## src/rtl/sprite_line_prefetch_if.sv

```systemverilog
// sprite_line_prefetch_if: object/bitmap RAM read bus; data returns one cycle after the address
interface sprite_line_prefetch_if;
  logic [5:0] obj_rd_addr;
  logic [7:0] obj_rd_data;
  logic [5:0] bmp_rd_addr;
  logic [7:0] bmp_rd_data;
  modport master(output obj_rd_addr, bmp_rd_addr, input obj_rd_data, bmp_rd_data);
  modport slave(input obj_rd_addr, bmp_rd_addr, output obj_rd_data, bmp_rd_data);
endinterface

```

## src/rtl/sprite_line_prefetch.sv

```systemverilog
// sprite_line_prefetch: renders next row's sprite mask into a back line buffer; optional SPRITE_COLLISION_EN
module sprite_line_prefetch #(
  parameter int MAX_SPRITES  = 2,
  parameter int LINE_PIXELS  = 160,
  parameter int BITMAP_BYTES = 55,
  parameter int H_ACTIVE     = 640
) (
  input  logic       clk,
  input  logic       rst_n,
  input  logic [9:0] pix_x,
  input  logic [9:0] pix_y,
  input  logic       visible,
  sprite_line_prefetch_if.master mem,
  output logic       sprite_on,
  output logic       busy,
  output logic       overrun,
  input  logic       overrun_clr
`ifdef SPRITE_COLLISION_EN
  ,
  output logic       collision,
  input  logic       collision_clr
`endif
);
  typedef enum logic [2:0] {IDLE, FETCH, CHECK, DRAW, NEXT} state_t;
  state_t st, st_nx;
  logic at_h, at_h_q, line_start, front_sel, ph, row_hit, col_ok, wr_en, last_col;
  logic [LINE_PIXELS-1:0] bank0, bank1, front;
  logic [7:0] row, spr_x, spr_y, spr_off, spr_size, bit_off, px_l;
  logic [3:0] sidx, col, rel;
  logic [2:0] cnt;
  logic [4:0] width;
  logic [8:0] y_end, byte_addr, xc;
  logic [5:0] obj_hold, bmp_hold;
  assign at_h       = pix_x == 10'(H_ACTIVE);
  assign line_start = at_h & ~at_h_q;
  assign busy       = st != IDLE;
  assign front      = front_sel ? bank1 : bank0;
  assign px_l       = pix_x[9:2];
  assign width      = {1'b0, spr_size[7:4]} + 5'd1;
  assign y_end      = {1'b0, spr_y} + {5'b0, spr_size[3:0]} + 9'd1;
  assign row_hit    = {1'b0, row} >= {1'b0, spr_y} && {1'b0, row} < y_end;
  assign rel        = row[3:0] - spr_y[3:0];
  assign bit_off    = {4'b0, rel} * {3'b0, width} + {4'b0, col};
  assign byte_addr  = {1'b0, spr_off} + {4'b0, bit_off[7:3]};
  assign xc         = {1'b0, spr_x} + {5'b0, col};
  assign col_ok     = byte_addr < 9'(BITMAP_BYTES) && xc < 9'(LINE_PIXELS);
  assign last_col   = {1'b0, col} == width - 5'd1;
  assign wr_en      = st == DRAW && ph && col_ok && mem.bmp_rd_data[bit_off[2:0]] && !line_start;
  assign mem.obj_rd_addr = (st == FETCH && cnt < 3'd4) ? {sidx, cnt[1:0]} : obj_hold;
  assign mem.bmp_rd_addr = (st == DRAW && !ph && col_ok) ? byte_addr[5:0] : bmp_hold;
  // render FSM state register
  always_ff @(posedge clk or negedge rst_n)
    if (!rst_n) st <= IDLE;
    else st <= st_nx;
  // next state; a new line always restarts the walk from sprite 0
  always_comb begin
    st_nx = st;
    unique case (st)
      FETCH:   st_nx = cnt == 3'd4 ? CHECK : FETCH;
      CHECK:   st_nx = row_hit ? DRAW : NEXT;
      DRAW:    st_nx = ph && last_col ? NEXT : DRAW;
      NEXT:    st_nx = sidx == 4'(MAX_SPRITES - 1) ? IDLE : FETCH;
      default: st_nx = IDLE;
    endcase
    if (line_start) st_nx = FETCH;
  end
  // sprite walk counters, object capture and address hold registers
  always_ff @(posedge clk or negedge rst_n)
    if (!rst_n) begin
      {at_h_q, sidx, cnt, col, ph, row, obj_hold, bmp_hold} <= '0;
      {spr_x, spr_y, spr_off, spr_size} <= '0;
    end else begin
      at_h_q   <= at_h;
      obj_hold <= mem.obj_rd_addr;
      bmp_hold <= mem.bmp_rd_addr;
      if (line_start) begin
        {sidx, cnt, col, ph} <= '0;
        row <= 8'((11'(pix_y) + 11'd2) >> 2);
      end else if (st == FETCH) begin
        cnt <= cnt + 3'd1;
        if (cnt == 3'd1) spr_x <= mem.obj_rd_data;
        if (cnt == 3'd2) spr_y <= mem.obj_rd_data;
        if (cnt == 3'd3) spr_off <= mem.obj_rd_data;
        if (cnt == 3'd4) spr_size <= mem.obj_rd_data;
      end else if (st == DRAW) begin
        ph <= ~ph;
        if (ph) col <= col + 4'd1;
      end else if (st == NEXT) begin
        sidx <= sidx + 4'd1;
        {cnt, col, ph} <= '0;
      end
    end
  // line buffer banks: swap and clear the new back bank on each line start
  always_ff @(posedge clk or negedge rst_n)
    if (!rst_n) begin
      bank0 <= '0;
      bank1 <= '0;
      front_sel <= 1'b0;
    end else if (line_start) begin
      front_sel <= ~front_sel;
      if (front_sel) bank1 <= '0;
      else bank0 <= '0;
    end else if (wr_en) begin
      if (front_sel) bank0[xc[7:0]] <= 1'b1;
      else bank1[xc[7:0]] <= 1'b1;
    end
  // pixel output from the front bank and sticky overrun flag
  always_ff @(posedge clk or negedge rst_n)
    if (!rst_n) begin
      sprite_on <= 1'b0;
      overrun <= 1'b0;
    end else begin
      sprite_on <= visible && px_l < 8'(LINE_PIXELS) && front[px_l];
      overrun <= (line_start && busy) ? 1'b1 : overrun_clr ? 1'b0 : overrun;
    end
`ifdef SPRITE_COLLISION_EN
  logic back_bit;
  assign back_bit = front_sel ? bank0[xc[7:0]] : bank1[xc[7:0]];
  // sticky collision when a drawn pixel lands on one already set
  always_ff @(posedge clk or negedge rst_n)
    if (!rst_n) collision <= 1'b0;
    else collision <= (wr_en && back_bit) ? 1'b1 : collision_clr ? 1'b0 : collision;
`endif
endmodule
```

## src/flat_wrapper.sv

```systemverilog
// flat-port wrapper written by rule: the top's interface ports become plain ports
module sprite_line_prefetch_flat 
#(
  parameter int MAX_SPRITES  = 2,
  parameter int LINE_PIXELS  = 160,
  parameter int BITMAP_BYTES = 55,
  parameter int H_ACTIVE     = 640
)
  (clk, rst_n, pix_x, pix_y, visible, sprite_on, busy, overrun, overrun_clr, mem_obj_rd_addr, mem_bmp_rd_addr, mem_obj_rd_data, mem_bmp_rd_data);
  sprite_line_prefetch_if mem_i ();
  input  logic clk;
  input  logic rst_n;
  input  logic [9:0] pix_x;
  input  logic [9:0] pix_y;
  input  logic visible;
  output logic sprite_on;
  output logic busy;
  output logic overrun;
  input  logic overrun_clr;
  output wire logic [$bits(mem_i.obj_rd_addr)-1:0] mem_obj_rd_addr;
  output wire logic [$bits(mem_i.bmp_rd_addr)-1:0] mem_bmp_rd_addr;
  input wire logic [$bits(mem_i.obj_rd_data)-1:0] mem_obj_rd_data;
  input wire logic [$bits(mem_i.bmp_rd_data)-1:0] mem_bmp_rd_data;
  assign mem_obj_rd_addr = mem_i.obj_rd_addr;
  assign mem_bmp_rd_addr = mem_i.bmp_rd_addr;
  assign mem_i.obj_rd_data = mem_obj_rd_data;
  assign mem_i.bmp_rd_data = mem_bmp_rd_data;
  sprite_line_prefetch #(.MAX_SPRITES(MAX_SPRITES), .LINE_PIXELS(LINE_PIXELS), .BITMAP_BYTES(BITMAP_BYTES), .H_ACTIVE(H_ACTIVE)) u_core (.clk(clk), .rst_n(rst_n), .pix_x(pix_x), .pix_y(pix_y), .visible(visible), .mem(mem_i), .sprite_on(sprite_on), .busy(busy), .overrun(overrun), .overrun_clr(overrun_clr));
endmodule
```

## config.mk

```make
export PLATFORM = sky130hd
export DESIGN_NAME = sprite_line_prefetch_flat
export DESIGN_NICKNAME = d
export VERILOG_FILES = /design/src/rtl/sprite_line_prefetch_if.sv /design/src/rtl/sprite_line_prefetch.sv /design/src/flat_wrapper.sv
export SDC_FILE = /design/constraint.sdc
export NUM_CORES = 1
export LEC_CHECK = 0
export ABC_AREA = 0
export CORE_ASPECT_RATIO = 1.75
export CORE_MARGIN = 3
export CORE_UTILIZATION = 60
export CTS_CLUSTER_SIZE = 30
export DETAILED_ROUTE_END_ITERATION = 7
export PLACE_DENSITY_LB_ADDON = 0.08
export SLEW_MARGIN = 10
export SYNTH_ARGS = -nofsm -noshare
export SYNTH_HDL_FRONTEND = slang
export SYNTH_SLANG_ARGS = --single-unit
```

## constraint.sdc

```tcl
create_clock -name clk -period 14.15 [get_ports clk]
set_input_delay 1.415 -clock clk [delete_from_list [all_inputs] [get_ports clk]]
set_output_delay 1.415 -clock clk [all_outputs]
set_load 0.1 [all_outputs]
```

**After elaboration in Yosys (flattened, before gate mapping)**

Index checks and enable logic that the tools add are counted.

- Bits in registers: 391
- Output and inout bits: 15
- Input port bits: 40
- Logic and storage cells: 141

- Bitwise gates (word level): 7
- Multiplexer cells: 42
- Eq/ne operators: 18
- Reductions and logical operators: 33
- $add $sub $neg: 12
- $lt $le $gt $ge: 10
- $mul: 1

Operators with widths:

| kind | number |
|---|---|
| $mux W160 | 9 |
| $or A160 B160 Y160 | 2 |
| $mux W4 | 9 |
| $reduce_and A3 Y1 | 8 |
| $mux W3 | 7 |
| $add A8 B4 Y9 | 2 |
| $lt A8 B9 Y1 const B | 2 |
| $logic_and A1 B1 Y1 | 14 |
| $eq A3 B2 Y1 const B | 4 |
| $mux W6 | 2 |
| $pmux W3 S4 | 1 |
| $add A10 B2 Y10 const B | 1 |
| $eq A10 B10 Y1 const B | 1 |
| $mux W1 | 10 |
| $add A8 B5 Y9 | 1 |
| $add A9 B1 Y9 const B | 1 |
| $lt A8 B9 Y1 | 1 |
| $lt A9 B6 Y1 const B | 1 |
| $lt A9 B8 Y1 const B | 1 |
| $reduce_bool A3 Y1 | 3 |
| $add A4 B1 Y4 const B | 2 |
| $add A8 B4 Y8 | 1 |
| $bmux W1 S8 | 1 |
| $demux W1 S8 | 1 |
| 25 further kinds | 38 |

**Logic depth before layout (Yosys ltp)**

- Word-level depth: 11
- Depth in mapped cells: 30
- Depth with buffers taken out: 28

**Worst setup path after synthesis**

OpenSTA, ideal clock, no wires.

- Kind: register to output
- From: reg u_core.spr_y[1]
- To: out mem_bmp_rd_addr[4]
- Buffers on the path: 0
- Stages on the path, launching flop included: 26
- Arrival: 7.127 ns
- Data required time: 12.735 ns
- Setup slack: 5.608 ns
- Cells stage by stage: dfrtp_1 inv_1 ha_1 a21oi_1 o21bai_1 xnor2_1 or2_2 fa_1 fa_1 fa_1 inv_1 ha_1 a21oi_1 nor2_1 nor2_1 o21bai_1 a21oi_1 xnor2_1 ha_1 inv_1 nor3_1 a211oi_1 o311ai_0 nor3b_1 nor4_2 mux2i_1

- Longest elaborated chain between the ends: 8

RTL lines:

| item | RTL line | text |
|---|---|---|
| start, declared | sprite_line_prefetch.sv:28 | `logic [7:0] row, spr_x, spr_y, spr_off, spr_size, bit_off, px_l;` |
| start signal, assigned | sprite_line_prefetch.sv:82 | `if (cnt == 3'd2) spr_y <= mem.obj_rd_data;` |
| $sub A4 B4 Y4 * | sprite_line_prefetch.sv:42 | `assign rel = row[3:0] - spr_y[3:0];` |
| $mul A4 B5 Y8 * | sprite_line_prefetch.sv:43 | `assign bit_off = {4'b0, rel} * {3'b0, width} + {4'b0, col};` |
| $add A8 B4 Y8 * | sprite_line_prefetch.sv:43 |  |
| $add A8 B5 Y9 * | sprite_line_prefetch.sv:44 | `assign byte_addr = {1'b0, spr_off} + {4'b0, bit_off[7:3]};` |
| $lt A9 B6 Y1 | sprite_line_prefetch.sv:46 | `assign col_ok = byte_addr < 9'(BITMAP_BYTES) && xc < 9'(LINE_PIXELS);` |
| $logic_and A1 B1 Y1 | sprite_line_prefetch.sv:46 |  |
| $logic_and A1 B1 Y1 | sprite_line_prefetch.sv:50 | `assign mem.bmp_rd_addr = (st == DRAW && !ph && col_ok) ? byte_addr[5:0] : bmp_hold;` |
| $mux W6 * | sprite_line_prefetch.sv:50 |  |
| end, declared | flat_wrapper.sv:21 | `output wire logic [$bits(mem_i.bmp_rd_addr)-1:0] mem_bmp_rd_addr;` |

Mark *: on every way between the ends. The rest lies on a longest branch, timed or not.

**Final worst setup path**

Ends and elaborated chain as after synthesis.

==> qor.yml <==
synthesis:
  syn_avg_cell_area_um2: 10.4
  synth_top_family_by_area: "simple AND/OR/NAND/NOR gates"
  yosys_warnings: 0
  synth_xor_area_share_pct: 1.81
  async_reset_ff_share_pct: 100
  yosys.area_share.simple_pct: 13.3
  synth.top_cell.area_share_pct: 50.7
  synthFlopType: "dfrtp_1"
  synth_top_area_cell: "dfrtp_1"
  synth_compound_area_share_pct: 13.3
  synthAdderAreaFrac_pct: 4.81
  synth.area.mux_share_pct: 12.9
  synthTopCellsByArea: "dfrtp_1 51%, mux4_2 9.2%, o21ai_0 8.5%"
  syn-cell-area_um2: 19300
  ys_seq_area_share_pct: 50.7
  syn-num-nets: 1959
  synth_edf_count: 0
  synthCells: 1852
  ys_ff_latch: 391
  synth_cell_type_count: 61
pwr:
  p_comb_share_pct: 44.1
  power_frac_seq_pct: 32.1
  p_per_area_nw_per_um2: 190
  intPower_mw: 2.35
  clockPowerShare_pct: 23.8
  leakagePower_nw: 9.19
  switching_power_mw: 1.67
  sw_frac_of_total_pct: 41.5
  ir_drop_mv: 0.301
cells_and_area:
  layout.cells.most_common_list: "404 x nand2_1, 390 x dfrtp_1, 329 x o21ai_0"
  final_common_cell: "nand2_1"
  regArea_um2: 9790
  multi_input_comb_area_um2: 8950
  nNetsFinal: 1962
  antennaDiodeCount: 0
  drive_gt1_share_pct: 11.3
  n_fill_cell: 2559
  area_delta_synth_final_pct: 9.68
worst_setup_path:
  start_kind: "flip-flop"
  crit_type: "reg -> out"
  cp-end-kind: "output port"
  crit_fanout: 6
  crit_required_ps: 12730
  cp.arrival_ps: 8170
sta:
  hold_viol: 0
  slew_violations: 0
  fin_crit_ps: 9580
  setup_tns_ps: 0
  fmax_mhz: 104
  slew_headroom_pct: 19.8
  grt_setup_unrepaired: "false"
  min_period_over_period_pct: 67.7
  finClkSkew_ps: 7.74
  setup_viol: 0
  holdWs_ps: 474
  worst_pin_slew_ps: 1200
cts:
  cts_sinks: 391
  postCtsHoldBufs: 0
  cts.clk_slew.worst_paths_ps: 60
  cts_max_level: 2
  cts_buffers: 37
  cts-root-buf: "clkbuf_16"
  cts.path.max_buffers: 3
  postCtsSetupRepairBufs: 0
  cts_tree: "built"
  clk_latency_ps: 530
  post_cts_resized: 0
outcome:
  status: "finished, final reports clean"
route:
  final_antenna_net_count: 0
  drt_pre_antenna_iters: 6
  vias: 14600
  wl_per_cell_um: 23.0
  viasPerCell: 6.42
  drc: 0
  wl_mm: 52.3
  dr.first_iter.drc_count: 1168
floorplan:
  die_w_um: 142
  rows: 86
  core_area_um2: 31600
  fp.dieH_um: 243
  io_pins: 55
  start_util_pct: 61.1
  die_area_um2: 34500
placed_design:
  globalplace.congestion: 0.908
  portBuffers: 53
  hpwl_mm: 35.3
global_route:
  overflow: 0
  grt_usage_pct: 31.2
  grt_first_pass_wirelength_mm: 83.3
  grt_max_degree: 108
  antenna_found_initial: 0
  grt_pass1_vias: 15100
run:
  cap_violations: 0
min_path:
  min_path_type: "reg -> reg"
## flip-flops by register name, summed over array words and instances, names as in the netlist, 4 cells and up
signal / flops
u_core.bank0: 160
u_core.bank1: 160
u_core.row: 8
u_core.spr_off: 8
u_core.spr_size: 8
u_core.spr_x: 8
u_core.spr_y: 8
u_core.bmp_hold: 6
u_core.obj_hold: 6
u_core.col: 4
u_core.sidx: 4
## metrics by stage
stage / cell area, µm² / worst slack, ps / cells / utilization, % / power (mW)
floorplan: 19300 / 5610 / 1852 / - / 2.55
global placement: 20100 / 5210 / 2212 / 63.4 / 3.03
detailed placement: 20100 / 5070 / 2212 / 63.4 / 3.07
CTS: 21200 / 4500 / 2275 / 67.0 / 4.03
global route: 21200 / 3960 / 2275 / 67.0 / 4.28
finish: 21200 / 4570 / 2275 / 67.0 / 4.02
## Yosys cell counts (all sizes together), types with 9 or more instances
cell	count
a211oi	9
mux4	79
nand2	405
nor3	14
nor2	73
a21oi	36
xor2	16
nor2b	12
nand3	32
mux2i	20
xnor2	24
fa	12
a32o	21
buf	33
mux2	46
and2	10
clkbuf	73
inv	45
o21ai	330
a31oi	12
dfrtp	391
nand2b	11
ha	55
## power groups by stage
stage | Sequential, mW | Combinational, mW | Clock, mW
after global routing | 1.30 | 1.97 | 1.01
after global placement | 1.31 | 1.72 | 0
after CTS | 1.29 | 1.78 | 0.967
after floorplan | 1.27 | 1.28 | 0
final | 1.29 | 1.77 | 0.956
after detailed placement | 1.31 | 1.76 | 0
## metal layers
layer  global-route usage (%)  part of all wire, %  routed length, µm  up-vias
li1                         -                    -                  -     6515
met1                     36.5                   35              18500     7322
met2                     55.8                   53              27800      610
met3                     3.93                  5.8               3060      166
met4                     15.8                  5.9               3080        0
met5                        0                    0                  0        -
## worst max-delay path, cell delays in order, from the launching register on
cell             delay [ps]
dfrtp_1                 390
inv_1                   150
ha_1                    270
a21oi_1                 160
o21bai_1                 90
xnor2_1                 480
or2_2                   230
fa_1                    410
fa_1                    510
fa_1                    510
inv_1                    40
ha_1                    320
a21oi_1                 150
nor2_1                   50
nor2_1                  180
o21bai_1                100
a21oi_1                 170
xnor2_1                 160
ha_1                    280
inv_1                   120
nor3_1                   70
a211oi_1                200
o311ai_0                200
nor3b_1                 270
nor4_2                  660
mux2i_1                 310
clkdlybuf4s50_1        1160
## final timing paths
check                             startpoint            endpoint  slack (ps)  cells after the start
max reg2reg                  u_core.spr_y[1]    u_core.bank1[74]        6770                     26
min in group asynchronous              rst_n    u_core.bank1[21]         930                      1
max in group asynchronous              rst_n   u_core.bank0[133]       10980                      3
max                          u_core.spr_y[1]  mem_bmp_rd_addr[4]        4570                     26
min                        u_core.bank1[156]   u_core.bank1[156]         470                      2
min reg2reg                u_core.bank1[156]   u_core.bank1[156]         470                      2
## cell families (layout without fill, tap and decap cells)
family          after synthesis  in the layout
compound gates              454            454
xor+xnor                     40             40
fa+ha+maj                    67             67
buf+inv                     152            179
flops                       391            391
mux                         145            145
simple gates                603            603
## final cells by class
class	count	share of cell area, %
tap	396	2.34
timing repair buffer	70	3.12
multi-input combinational	1309	42.2
clock inverter	12	0.532
clock buffer	51	4.76
sequential	391	46.2
inverter	46	0.815
No activity file was read; power rests on OpenSTA's default activity.
